===== src/rtl/hazard_pkg.sv =====
// Shared types and constants for the D-stage stall controller.
package hazard_pkg;

   localparam logic [1:0] TUSE_NONE = 2'd3;
   localparam logic [1:0] TNEW_JAL  = 2'd0;
   localparam logic [1:0] TNEW_ALU  = 2'd1;
   localparam logic [1:0] TNEW_LOAD = 2'd2;

   // One pending register write tracked in the shadow scoreboard
   typedef struct packed {
      logic [4:0] a3;
      logic [1:0] tnew;
   } sb_entry_t;

   // A source needs a value sooner than this entry can forward it.
   // src!=0 also keeps a3==0 entries (bubbles, non-writers) from matching.
   function automatic logic src_hit(input logic [4:0] src, input logic [1:0] tuse,
                                    input sb_entry_t e);
      return (src != 5'd0) && (tuse != TUSE_NONE) && (src == e.a3) && (tuse < e.tnew);
   endfunction

endpackage


===== src/rtl/hazard_stall_unit_md_busy_counter.sv =====
// Busy tracker for the multi-cycle mult/div unit.
module md_busy_counter
   import hazard_pkg::*;
#(
   parameter int unsigned MULT_CYCLES = 5,
   parameter int unsigned DIV_CYCLES  = 10,
   parameter int unsigned CNT_W       = 4
) (
   input  logic clk,
   input  logic reset,
   input  logic start,
   input  logic is_div,
   output logic busy
);

   logic [CNT_W-1:0] cnt;

   // Reload on a new op in E (wins over decrement), otherwise count down to 0
   always_ff @(posedge clk or negedge reset) begin
      if (!reset)
         cnt <= '0;
      else if (start)
         cnt <= is_div ? CNT_W'(DIV_CYCLES) : CNT_W'(MULT_CYCLES);
      else if (cnt != '0)
         cnt <= cnt - CNT_W'(1);
   end

   // The op sitting in E already occupies the unit
   assign busy = start | (cnt != '0);

endmodule


===== src/rtl/hazard_stall_unit.sv =====
// D-stage stall controller: shadow E/M write scoreboard plus mult/div busy.
module hazard_stall_unit
   import hazard_pkg::*;
#(
   parameter int unsigned MULT_CYCLES = 5,
   parameter int unsigned DIV_CYCLES  = 10,
   parameter int unsigned CNT_W       = 4
) (
   input  logic       clk,
   input  logic       reset,
   input  logic [4:0] D_rs,
   input  logic [4:0] D_rt,
   input  logic [1:0] D_tuse_rs,
   input  logic [1:0] D_tuse_rt,
   input  logic [4:0] D_a3,
   input  logic [1:0] D_tnew,
   input  logic       D_md_start,
   input  logic       D_md_div,
   input  logic       D_md_use,
   output logic       stall,
   output logic       pc_en,
   output logic       d_en,
   output logic       e_clr,
   output logic       md_busy
);

   sb_entry_t e_q, m_q;
   logic      e_md, e_div;
   logic      rs_hz, rt_hz, md_hz;

   // Shadow pipeline: E takes D or a bubble, M ages E's Tnew by one (saturating)
   always_ff @(posedge clk or negedge reset) begin
      if (!reset) begin
         e_q   <= '0;
         m_q   <= '0;
         e_md  <= 1'b0;
         e_div <= 1'b0;
      end else begin
         if (stall) begin
            e_q   <= '0;
            e_md  <= 1'b0;
            e_div <= 1'b0;
         end else begin
            e_q.a3   <= D_a3;
            e_q.tnew <= D_tnew;
            e_md     <= D_md_start;
            e_div    <= D_md_div;
         end
         m_q.a3   <= e_q.a3;
         m_q.tnew <= (e_q.tnew == 2'd0) ? 2'd0 : e_q.tnew - 2'd1;
      end
   end

   md_busy_counter #(
      .MULT_CYCLES (MULT_CYCLES),
      .DIV_CYCLES  (DIV_CYCLES),
      .CNT_W       (CNT_W)
   ) u_md (
      .clk    (clk),
      .reset  (reset),
      .start  (e_md),
      .is_div (e_div),
      .busy   (md_busy)
   );

   // Hazard decode is purely combinational from shadow state and D inputs
   always_comb begin
      rs_hz = src_hit(D_rs, D_tuse_rs, e_q) | src_hit(D_rs, D_tuse_rs, m_q);
      rt_hz = src_hit(D_rt, D_tuse_rt, e_q) | src_hit(D_rt, D_tuse_rt, m_q);
      md_hz = D_md_use & md_busy;
   end

   assign stall = rs_hz | rt_hz | md_hz;
   assign pc_en = ~stall;
   assign d_en  = ~stall;
   assign e_clr = stall;

endmodule


===== config.mk =====
export PLATFORM = sky130hd
export DESIGN_NAME = hazard_stall_unit
export DESIGN_NICKNAME = d
export VERILOG_FILES = /design/src/rtl/hazard_pkg.sv /design/src/rtl/hazard_stall_unit_md_busy_counter.sv /design/src/rtl/hazard_stall_unit.sv
export SDC_FILE = /design/constraint.sdc
export NUM_CORES = 1
export LEC_CHECK = 0
export CAP_MARGIN = 10
export CORE_MARGIN = 2
export CORE_UTILIZATION = 51
export DETAILED_ROUTE_END_ITERATION = 8
export PLACE_DENSITY = 0.83
export SKIP_LAST_GASP = 1
export SYNTH_ARGS = -nofsm -noshare
export SYNTH_HDL_FRONTEND = slang
export SYNTH_SLANG_ARGS = --single-unit

===== constraint.sdc =====
create_clock -name clk -period 4.37 [get_ports clk]
set_clock_uncertainty 0.05 [all_clocks]
set_input_delay 0.874 -clock clk [delete_from_list [all_inputs] [get_ports clk]]
set_output_delay 0.874 -clock clk [all_outputs]
set_load 0.01 [all_outputs]

# == Yosys cells after proc, flatten, opt, wreduce, memory -nomap -nowiden ==
# Cells that the tools add are included.
# op_classes
mux,7
add_sub_neg,2
magnitude_cmp,4
bitwise,7
n_eq_ne,6
n_reduce_logical,15
# op_table
operator,n
5-bit equality test,4
4-bit 2-to-1 mux,3
1-bit logical AND,10
5-bit nonzero test,2
2-bit less-than comparator,4
7-bit 2-to-1 mux,1
1-bit bitwise OR,5
"2-bit inequality test, second input constant",2
4-bit nonzero test,1
"4-bit by 1-bit subtractor with 4-bit output, second input constant",1
2-bit zero test,1
1-bit 2-to-1 mux,2
2-bit 2-to-1 mux,1
2-bit nonzero test,1
"2-bit by 1-bit subtractor with 2-bit output, second input constant",1
1-bit AND,1
1-bit inverter,1
# totals
in_bits,26
word_cells,48
ff_bits,20
output_inout_bits,5

# == Logic depth before layout (Yosys ltp) ==
# depth
word_depth,8
mapped_depth,8
mapped_depth_nobuf,7

# == Cells and area by module ==
# A second synthesis with hierarchy kept.
# hier_totals
hier_cells,102
area_unflattened_um2,1147.4
# modules_own_cells
mod,seq_area_each_um2,area_each_um2,n_inst,cells_per_inst
hazard_stall_unit,400.4,905.9,1,80
md_busy_counter,100.1,241.5,1,22

# == Worst setup path before layout ==
# OpenSTA, ideal clock, no wires.
# synth_timing
path_kind,input -> output
from,input port D_tuse_rs[1]
to,output port pc_en
setup_slack_ns,1.092
path_buffers,1
cell_stages,6
required_time_ns,3.446
arrival_time_ns,2.354
cell_sequence,ha_1 a2111oi_2 nand4_1 a221o_1 and3_1 buf_4
# synth_via
elab_chain_len,8
elab_cells_between_ends,12
cone_classes,order compare: 2; eq/ne: 1; bitwise: 4; reduce/logical: 5
# synth_rtl
item,line_no,rtl
from (decl),hazard_stall_unit.sv:13,"input logic [1:0] D_tuse_rs,"
2-bit inequality test,hazard_pkg.sv:19,return (src != 5'd0) && (tuse != TUSE_NONE) && (src == e.a3) && (tuse < e.tnew);
1-bit logical AND (3 in series),hazard_pkg.sv:19,
1-bit bitwise OR (*),hazard_stall_unit.sv:68,"rs_hz = src_hit(D_rs, D_tuse_rs, e_q) | src_hit(D_rs, D_tuse_rs, m_q);"
1-bit bitwise OR (*) (2 in series),hazard_stall_unit.sv:73,assign stall = rs_hz | rt_hz | md_hz;
1-bit inverter (*),-,
to (decl),hazard_stall_unit.sv:21,"output logic pc_en,"
# Every way passes the cells marked *; elsewhere a longest branch is shown, timed or not.

# == Worst setup path in the final report ==
# layout_timing
from,input port D_tuse_rs[1]
to,output port d_en
# layout_via
elab_chain_len,8
elab_cells_between_ends,12
cone_classes,order compare: 2; eq/ne: 1; bitwise: 4; reduce/logical: 5
# layout_rtl
item,line_no,rtl
2-bit inequality test,hazard_pkg.sv:19,
1-bit logical AND (3 in series),hazard_pkg.sv:19,
1-bit bitwise OR (*),hazard_stall_unit.sv:68,
1-bit bitwise OR (*) (2 in series),hazard_stall_unit.sv:73,
1-bit inverter (*),hazard_stall_unit.sv:75,assign d_en = ~stall;
to (decl),hazard_stall_unit.sv:22,"output logic d_en,"
# Marks and branches as above.

==> results.cfg <==
[pwr]
p_leak_nw = 0.683
ir_drop_uv = 330
p_per_area_nw_per_um2 = 357

[yosys]
syn_inst = 111
synthesis.nets = 143
yosysUniqueCellTypes = 24
netlist_area_um2 = 1190
synth.avg_cell_area_um2 = 10.7
yosys_warnings = 0
ys_seq_elements = 20
yosysSeqAreaShare_pct = 42.1

[drt]
vias = 937
drt_iter0_markers = 23
drc = 0
drt_wl_total_um = 2700
dr.pass1.iters = 4
viasPerCell = 5.39
ant_nets = 0
wl_per_cell_um = 15.5

[global_routing]
gr-total-overflow = 0
grt_pass1_vias = 922
grt_max_degree = 21
track_usage_pct = 22.6
antenna_found_initial = 0
grt_pass1_wl_um = 4270

[place]
place_congestion = 0.801
placed_cell_area_um2 = 1530
dp_worst_setup_slack_ns = 0.108
dp_hpwl_um = 2130
portBuffers = 30
dp.cells = 170

[cells_and_area]
fin_nets = 179
fin_util_pct = 71.9
insertedDiodeCount = 0
layout-drive-gt1-share_pct = 10.3
fillerInstances = 169
finish.cell_count_without_fillers = 174
design_area_um2 = 1590
syn_to_final_growth_pct = 33.8

[min_path]
min_path_cells = 0
hold_path_class = flip-flop to flip-flop
hold_start = e_q[3]
min_to = m_q[3]

[setup_path]
endpoint_kind = output pin
crit_path_max_fanout = 4
critPathArrivalTime_ns = 3.35
criticalPathCategory = primary input to output pin
start_kind = primary input
r2r-start = e_q[1]
r2r_end = e_md
cp.required_ns = 3.45
reg2reg_slack_ns = 2.20
reg2reg_depth = 7

[floorplan]
rows = 17
pin_count = 31
die_x_um = 52.3
die_y_um = 52.3
initial_core_util_pct = 53.7
coreArea_um2 = 2210
die-area_um2 = 2730

[sta]
slew_headroom_pct = 41.8
report.final.slew_viol_count = 0
layout_setup_ws_ns = 0.0974
tightest_slew_ns = 0.870
final_hold_viol_count = 0
fin_crit_sh_pct = 97.8
period_needed_ns = 4.27
rsz0062_at_grt = false
fmax_mhz = 234
setup_violations = 0
setup_tns_ns = 0

[clock_network]
htree_levels = 1
cts_hold_buf = 0
cts_tree = yes
insertion_delay_ns = 0.31
clk_pin_slew_worst_paths_ns = 0.11
cts_setup_buffers = 0
ctsRootBufferMaster = clkbuf_4
cts_sinks = 20
cts_buffers = 3
clockBufferDepth = 2

[status]
outcome = finished, final reports clean

[run]
max_cap_violations = 0
[through the flow]
step	hold slack (ns)	power (W)
CTS	0.419	0.000571
finish	0.414	0.000568
global placement	0.383	0.000446
global route	0.431	0.000604
detailed placement	0.392	0.000458
floorplan	0.359	0.000383
[what timing repair did]
action,4_1_cts,5_1_grt
endpoints found under the hold margin,0,0
gates resized for setup,1,2
endpoints found under the setup margin,1,4
cloned,0,0
[worst max-delay path: stages]
cell and delay, ns:
clkdlybuf4s50_1 0.61, ha_1 0.29, a2111oi_2 0.32, nand4_1 0.20, a221o_1 0.38, and3_1 0.19, clkdlybuf4s50_1 0.49
[area by class of cell]
class / count / area [um2] / area share, %
multi-input combinational: 83 / 667 / 41.9
sequential: 20 / 500 / 31.5
timing repair buffer: 34 / 333 / 20.9
clock buffer: 4 / 36.3 / 2.28
tap: 28 / 35.0 / 2.20
inverter: 5 / 18.8 / 1.18
[logic make-up after synthesis]
| group | synth area share, % |
|---|---|
| compound gates | 13.7 |
| xor+xnor | 16.2 |
| fa+ha+maj | 6.32 |
| buf+inv | 3.26 |
| flops | 42.1 |
| simple gates | 18.4 |
[per-layer routing]
metal  GRT usage (%)  wire length, um
met5               0                0
met4            10.3               56
met3            2.86              119
met2            38.6             1330
met1            28.5             1190
[cells in the final DEF (no fill, tap or decap), types with 3 or more instances in the layout]
cell type | Yosys | final
a21oi_1 | 3 | 3
xnor2_1 | 13 | 13
nand4_1 | 4 | 4
nor2_1 | 4 | 4
ha_1 | 6 | 6
nor3_1 | 10 | 10
buf_4 | 2 | 4
xor2_1 | 9 | 9
nand2b_1 | 6 | 6
dfrtp_1 | 20 | 20
clkdlybuf4s50_1 | 0 | 29
clkbuf_4 | 0 | 3
inv_1 | 5 | 5
a2111oi_2 | 3 | 3
nand2_1 | 10 | 10
[worst max path at each step]
stage	start	endpoint	slack [ns]	cells past startpoint
after detailed placement	D_tuse_rt[1]	d_en	0.11	7
after global routing	D_tuse_rs[1]	d_en	0.04	7
final	D_tuse_rs[1]	d_en	0.1	7
after CTS	D_tuse_rt[1]	d_en	0.09	7
after global placement	D_tuse_rs[1]	d_en	0.18	7
after floorplan	D_tuse_rs[1]	pc_en	1.09	6
[report_power, final]
part / leakage, nW / internal [W] / switching (W)
Clock: 0.0210 / 0.0000509 / 0.0000563
Sequential: 0.254 / 0.000221 / 0.0000323
Combinational: 0.408 / 0.000109 / 0.0000981
[state kept, by name, summed over array words and instances, names as in the netlist]
name,cells
e_q,7
m_q,7
u_md.cnt,4
e_div,1
e_md,1
[cell usage after synthesis]
| master | n | area [um2] |
|---|---|---|
| inv_1 | 5 | 18.8 |
| buf_4 | 2 | 15.0 |
| xnor2_1 | 13 | 114 |
| xor2_1 | 9 | 78.8 |
| ha_1 | 6 | 75.1 |
| nand2_1 | 10 | 37.5 |
| and2_1 | 2 | 12.5 |
| nand3_1 | 1 | 5.00 |
| and3_1 | 1 | 6.26 |
| or4_1 | 2 | 15.0 |
| dfrtp_1 | 20 | 500 |
| o21ai_0 | 2 | 10.0 |
| a2111oi_1 | 1 | 10.0 |
| nand2b_1 | 6 | 37.5 |
| a221o_1 | 2 | 20.0 |
| buf_2 | 1 | 5.00 |
| o211a_1 | 1 | 10.0 |
| nor4b_2 | 1 | 15.0 |
| nand4_1 | 4 | 25.0 |
| a21oi_1 | 3 | 15.0 |
| a221oi_4 | 2 | 52.6 |
| a2111oi_2 | 3 | 45.0 |
| nor2_1 | 4 | 15.0 |
| nor3_1 | 10 | 50.1 |
Power figures use the tool's default switching activity.
